`src/rtl/de_sel_pkg.sv`:
```
// Shared constants and helpers for the registered round-robin de-selector.
// Mode encodings, default sizing and the pointer wrap function live here.
package de_sel_pkg;

    localparam logic MODE_MANUAL = 1'b0;
    localparam logic MODE_RR     = 1'b1;

    localparam int DEF_DATA_W = 8;
    localparam int DEF_CH_N   = 4;

    // Wraps at ch_n rather than at a power of two, so odd channel counts work.
    function automatic int unsigned next_ptr(input int unsigned ptr, input int unsigned ch_n);
        return (ptr == ch_n - 1) ? 0 : ptr + 1;
    endfunction

endpackage

```
`src/rtl/de_sel_slot.sv`:
```
// One-entry output slot: a data register plus a valid flag.
// Flush beats load beats drain; data is only ever overwritten by a load.
module de_sel_slot
    import de_sel_pkg::*;
#(
    parameter int DATA_W = DEF_DATA_W
) (
    input  logic              clk,
    input  logic              rst_n,
    input  logic              load,
    input  logic              drain,
    input  logic              flush,
    input  logic [DATA_W-1:0] load_data,
    output logic [DATA_W-1:0] data,
    output logic              valid
);

    // NOTE: non-blocking assignments in clocked blocks so every register
    // samples the pre-edge values regardless of statement order.
    // NOTE: the data register is reset too, because the channel output must
    // read zero after reset; a plain storage array would normally skip this.
    always_ff @(posedge clk or negedge rst_n) begin
        if (!rst_n) begin
            data  <= '0;
            valid <= 1'b0;
        end else begin
            if (flush) begin
                valid <= 1'b0;
            end else if (load) begin
                valid <= 1'b1;
            end else if (drain) begin
                valid <= 1'b0;
            end
            if (load) begin
                data <= load_data;
            end
        end
    end

endmodule

```
`src/rtl/de_selector_rr.sv`:
```
// Registered 1-to-CH_N distributor with manual or round-robin steering and
// per-channel valid/ready slots; a stalled channel only blocks beats aimed at it.
module de_selector_rr
    import de_sel_pkg::*;
#(
    parameter int DATA_W = DEF_DATA_W,
    parameter int CH_N   = DEF_CH_N,
    parameter int SEL_W  = $clog2(CH_N)
) (
    input  logic                     iClk,
    input  logic                     iRst_n,
    input  logic [DATA_W-1:0]        iC,
    input  logic                     iValid,
    output logic                     oReady,
    input  logic                     iMode,
    input  logic [SEL_W-1:0]         iS,
    input  logic                     iClr,
    output logic [CH_N*DATA_W-1:0]   oZ,
    output logic [CH_N-1:0]          oZValid,
    input  logic [CH_N-1:0]          iZReady,
    output logic [SEL_W-1:0]         oPtr,
    output logic                     oErr
);

    localparam logic [SEL_W:0] CH_N_W = (SEL_W + 1)'(CH_N);

    logic [SEL_W-1:0] target;
    logic             in_range;
    logic [CH_N-1:0]  hit;
    logic             blocked;
    logic             accept;
    logic [SEL_W-1:0] ptr;
    logic             err;

    // NOTE: every variable gets a default at the top of always_comb so no
    // path leaves it unassigned and no latch is inferred.
    always_comb begin
        hit      = '0;
        target   = (iMode == MODE_RR) ? ptr : iS;
        in_range = ({1'b0, target} < CH_N_W);
        for (int k = 0; k < CH_N; k++) begin
            hit[k] = (target == SEL_W'(k));
        end
    end

    // An out-of-range target has no hit bit, so it is never blocked and is dropped.
    assign blocked = |(hit & oZValid & ~iZReady);
    assign oReady  = ~iClr & ~blocked;
    assign accept  = iValid & oReady;

    for (genvar g = 0; g < CH_N; g++) begin : g_slot
        de_sel_slot #(
            .DATA_W (DATA_W)
        ) u_slot (
            .clk       (iClk),
            .rst_n     (iRst_n),
            .load      (accept & hit[g]),
            .drain     (iZReady[g]),
            .flush     (iClr),
            .load_data (iC),
            .data      (oZ[g*DATA_W +: DATA_W]),
            .valid     (oZValid[g])
        );
    end

    always_ff @(posedge iClk or negedge iRst_n) begin
        if (!iRst_n) begin
            ptr <= '0;
            err <= 1'b0;
        end else begin
            if (iClr) begin
                ptr <= '0;
            end else if (accept && iMode == MODE_RR) begin
                ptr <= SEL_W'(next_ptr(32'(ptr), CH_N));
            end
            err <= accept & ~in_range;
        end
    end

    assign oPtr = ptr;
    assign oErr = err;

endmodule

```
`config.mk`:
```
export PLATFORM = sky130hd
export DESIGN_NAME = de_selector_rr
export DESIGN_NICKNAME = d
export VERILOG_FILES = /design/src/rtl/de_sel_pkg.sv /design/src/rtl/de_sel_slot.sv /design/src/rtl/de_selector_rr.sv
export SDC_FILE = /design/constraint.sdc
export NUM_CORES = 1
export LEC_CHECK = 0
export CAP_MARGIN = 5
export CORE_ASPECT_RATIO = 1.4
export CORE_MARGIN = 2
export CORE_UTILIZATION = 49
export CTS_BUF_LIST = sky130_fd_sc_hd__clkbuf_16
export DETAILED_ROUTE_END_ITERATION = 16
export GPL_TIMING_DRIVEN = 1
export PLACE_DENSITY = 0.91
export SLEW_MARGIN = 10
export SYNTH_ARGS = -nofsm -noshare
export SYNTH_HDL_FRONTEND = slang
export SYNTH_SLANG_ARGS = --single-unit
```
`constraint.sdc`:
```
create_clock -name iClk -period 2.67 [get_ports iClk]
set_input_delay 0.534 -clock iClk [delete_from_list [all_inputs] [get_ports iClk]]
set_output_delay 0.534 -clock iClk [all_outputs]
set_load 0.02 [all_outputs]
```
==> results.sh <==
export IMPL_port_buffers=57
export IMPL_total_power_mw=2.16
export IMPL_yosys_area_top_type="dfrtp_1"
export IMPL_maxSlewViolCount=0
export IMPL_ctsRootBufferMaster="clkbuf_16"
export IMPL_yosys_area_top_type_share_pct=52.9
export IMPL_die_width_um=55.2
export IMPL_max_cap_viol_count=0
export IMPL_grt_max_degree=39
export IMPL_combPwrFrac_pct=36.8
export IMPL_synth_edf_count=0
export IMPL_synth_simple_area_share_pct=8.50
export IMPL_drtPass1Iterations=4
export IMPL_hold_ws_ns=0.349
export IMPL_cp_num_cells=6
export IMPL_clock_power_share_pct=25.8
export IMPL_crit_chain="clkdlybuf4s50_1 -> inv_1 -> o32ai_2 -> a221oi_2 -> nor2_1 -> dlygate4sd2_1"
export IMPL_pwr_share_seq_pct=37.4
export IMPL_antenna_found_initial=0
export IMPL_rows=26
export IMPL_fin_util_pct=73.1
export IMPL_ys_flop_type="dfrtp_1"
export IMPL_synth_xor_area_share_pct=0
export IMPL_drc=0
export IMPL_fin_setup_tns_ns=0
export IMPL_synth_area_leaders="dfrtp_1 53%, mux2_4 20%, mux2_2 5.0%"
export IMPL_grt_pass1_wl_um=6490
export IMPL_n_fill_cell=251
export IMPL_design_area_um2=2620
export IMPL_routedWlPerCell_um=17.8
export IMPL_skew_ns=0.00378
export IMPL_synth_cells=126
export IMPL_hpwl_um=3100
export IMPL_coreArea_um2=3580
export IMPL_synth_nets=146
export IMPL_cts_tree="built"
export IMPL_max_slew_margin_rel_pct=45.4
export IMPL_p_sw_mw=0.649
export IMPL_arrival_ns=2.03
export IMPL_slowest_delay_ns=0.55
export IMPL_rsz0062_at_grt="false"
export IMPL_syn_area_um2=1800
export IMPL_hold_buffers=0
export IMPL_place_congestion=0.827
export IMPL_clk_latency_ns=0.28
export IMPL_grtUsageTotal_pct=22.7
export IMPL_via_per_inst=5.47
export IMPL_crit_path_start_kind="primary input"
export IMPL_max_vdd_ir_drop_v=0.000717
export IMPL_ff2ff_path_depth=6
export IMPL_setup_violations=0
export IMPL_drt_total_wl_um=4180
export IMPL_clk_path_buf_depth=2
export IMPL_grt_overflow=0
export IMPL_areaGrowthSynthToFinish_pct=45.5
export IMPL_grt_pass1_vias=1316
export IMPL_synth_top_family_by_area="multiplexers"
export IMPL_synth_cell_types=29
export IMPL_ys_ff_latch=38
export IMPL_place_inst=226
export IMPL_yosys_warnings=0
export IMPL_min_path_type="in2async"
export IMPL_tightestPinTransition_ns=0.819
export IMPL_vias=1285
export IMPL_ys_seq_area_share_pct=52.9
export IMPL_antenna_left=0
export IMPL_p_sw_share_pct=30.0
export IMPL_clkTransAtPathRegs_ns=0.05
export IMPL_synth_compound_area_share_pct=5.57
export IMPL_drtIter0Drc=32
export IMPL_num_nets_final=212
export IMPL_cp_max_fo=4
export IMPL_ios=59
export IMPL_cts_buffers=5
export IMPL_hold_violations=0
export IMPL_cp_end_kind="output pin"
export IMPL_critPathBufInv=3
export IMPL_outcome="finished, final reports clean"
export IMPL_criticalPathCategory="in2out"
export IMPL_required_ns=2.14
export IMPL_leakagePower_nw=1.18
export IMPL_power_density_nw_per_um2=826
export IMPL_async_flop_share_pct=100
export IMPL_layout_setup_ws_ns=0.104
export IMPL_synthAdderAreaFrac_pct=0.696
export IMPL_initial_core_util_pct=50.2
export IMPL_slowest_stage="clkdlybuf4s50_1"
export IMPL_post_route_period_util_pct=96.1
export IMPL_syn_area_per_cell_um2=14.3
export IMPL_diodes=0
export IMPL_critPathTopFamily="buffers and inverters"
export IMPL_die_area_um2=4170
export IMPL_cts_sinks=38
export IMPL_cts_htree_levels=2
export IMPL_muxShareOfSynthArea_pct=26.9
export IMPL_layout_cells_non_filler=235
export IMPL_max_freq_mhz=390
export IMPL_power_internal_mw=1.51
export IMPL_dpl_worst_slack_ns=-0.432
export IMPL_die_y_um=75.7
export IMPL_min_period_ns=2.57
export IMPL_drive_above_1_share_pct=33.2
export IMPL_placed_area_um2=2440
-- logic make-up after synthesis --
group,after synthesis
buffers and inverters,12
AND/OR/NAND/NOR,25
flip-flops,38
AO/OA/AOI/OAI,15
multiplexers,34
other,1
adder cells (fa/ha/maj),1
-- cell usage in the layout (no fill, tap or decap), types with 2 or more instances in the layout --
cell / Yosys / routed
clkbuf_16: 0 / 5
dfrtp_1: 38 / 38
or2b_2: 3 / 3
nor2_1: 2 / 2
mux2_4: 24 / 24
and3_1: 3 / 3
and2b_2: 3 / 3
nand3_1: 2 / 2
inv_1: 3 / 3
buf_12: 0 / 3
nand2_1: 7 / 7
mux2_2: 8 / 8
a21oi_1: 5 / 5
buf_4: 5 / 8
dlygate4sd2_1: 0 / 2
clkdlybuf4s50_1: 0 / 53
o21ai_0: 3 / 3
-- layout make-up --
class	count	area, um2	share of cell area (%)
tap	42	52.6	2.01
clock buffer	5	125	4.78
inverter	3	11.3	0.431
clock inverter	3	16.3	0.622
sequential	38	951	36.4
multi-input combinational	76	773	29.6
timing repair buffer	68	686	26.2
-- cells in the mapped netlist, types with 2 or more instances --
| master | n |
|---|---|
| mux2_4 | 24 |
| nand3_1 | 2 |
| o21ai_0 | 3 |
| nor2_1 | 2 |
| nand2_1 | 7 |
| o32ai_1 | 2 |
| a21oi_1 | 5 |
| or2b_2 | 3 |
| dfrtp_1 | 38 |
| and2b_2 | 3 |
| and3_1 | 3 |
| buf_6 | 4 |
| inv_1 | 3 |
| buf_4 | 5 |
| mux2_2 | 8 |
-- power by group through the flow --
stage / sequential (mW) / combinational, mW / clock (mW)
after floorplan: 0.979 / 0.231 / 0
after global placement: 0.804 / 0.774 / 0
after detailed placement: 0.817 / 0.791 / 0
after CTS: 0.808 / 0.797 / 0.566
after global routing: 0.824 / 0.835 / 0.593
final: 0.807 / 0.794 / 0.558
-- worst paths after layout --
path / from / to / slack (ns)
max: iS[1] / oReady / 0.10
min: iRst_n / oPtr[0]$_DFFE_PN0P_ / 0.35
max reg2reg: oPtr[0]$_DFFE_PN0P_ / g_slot[2].u_slot.data[7]$_DFFE_PN0P_ / 0.63
min reg2reg: g_slot[0].u_slot.data[3]$_DFFE_PN0P_ / g_slot[0].u_slot.data[3]$_DFFE_PN0P_ / 0.51
max in group asynchronous: iRst_n / g_slot[1].u_slot.data[7]$_DFFE_PN0P_ / 1.80
min in group iClk: g_slot[0].u_slot.data[3]$_DFFE_PN0P_ / g_slot[0].u_slot.data[3]$_DFFE_PN0P_ / 0.51
-- state kept, by name, summed over array words and instances, names as in the netlist --
name,count
oPtr,2
g_slot.u_slot.data,32
g_slot.u_slot.valid,4
-- timing repair --
action                                  4_1_cts  5_1_grt
endpoints found under the setup margin        1        1
buffers inserted                              0        1
pin swaps                                     0        1
hold endpoints to repair                      0        0
gates resized for setup                       5        3
gates cloned                                  0        0
-- per-layer routing --
metal  share of wire [%]  up-vias  global-route usage [%]
li1                    -      571                       -
met1                  38      645                    26.4
met2                  54       51                    37.8
met3                 4.6       18                    5.69
met4                 3.4        0                    11.9
met5                   0        -                       0
No activity file was read; power rests on OpenSTA's default activity.
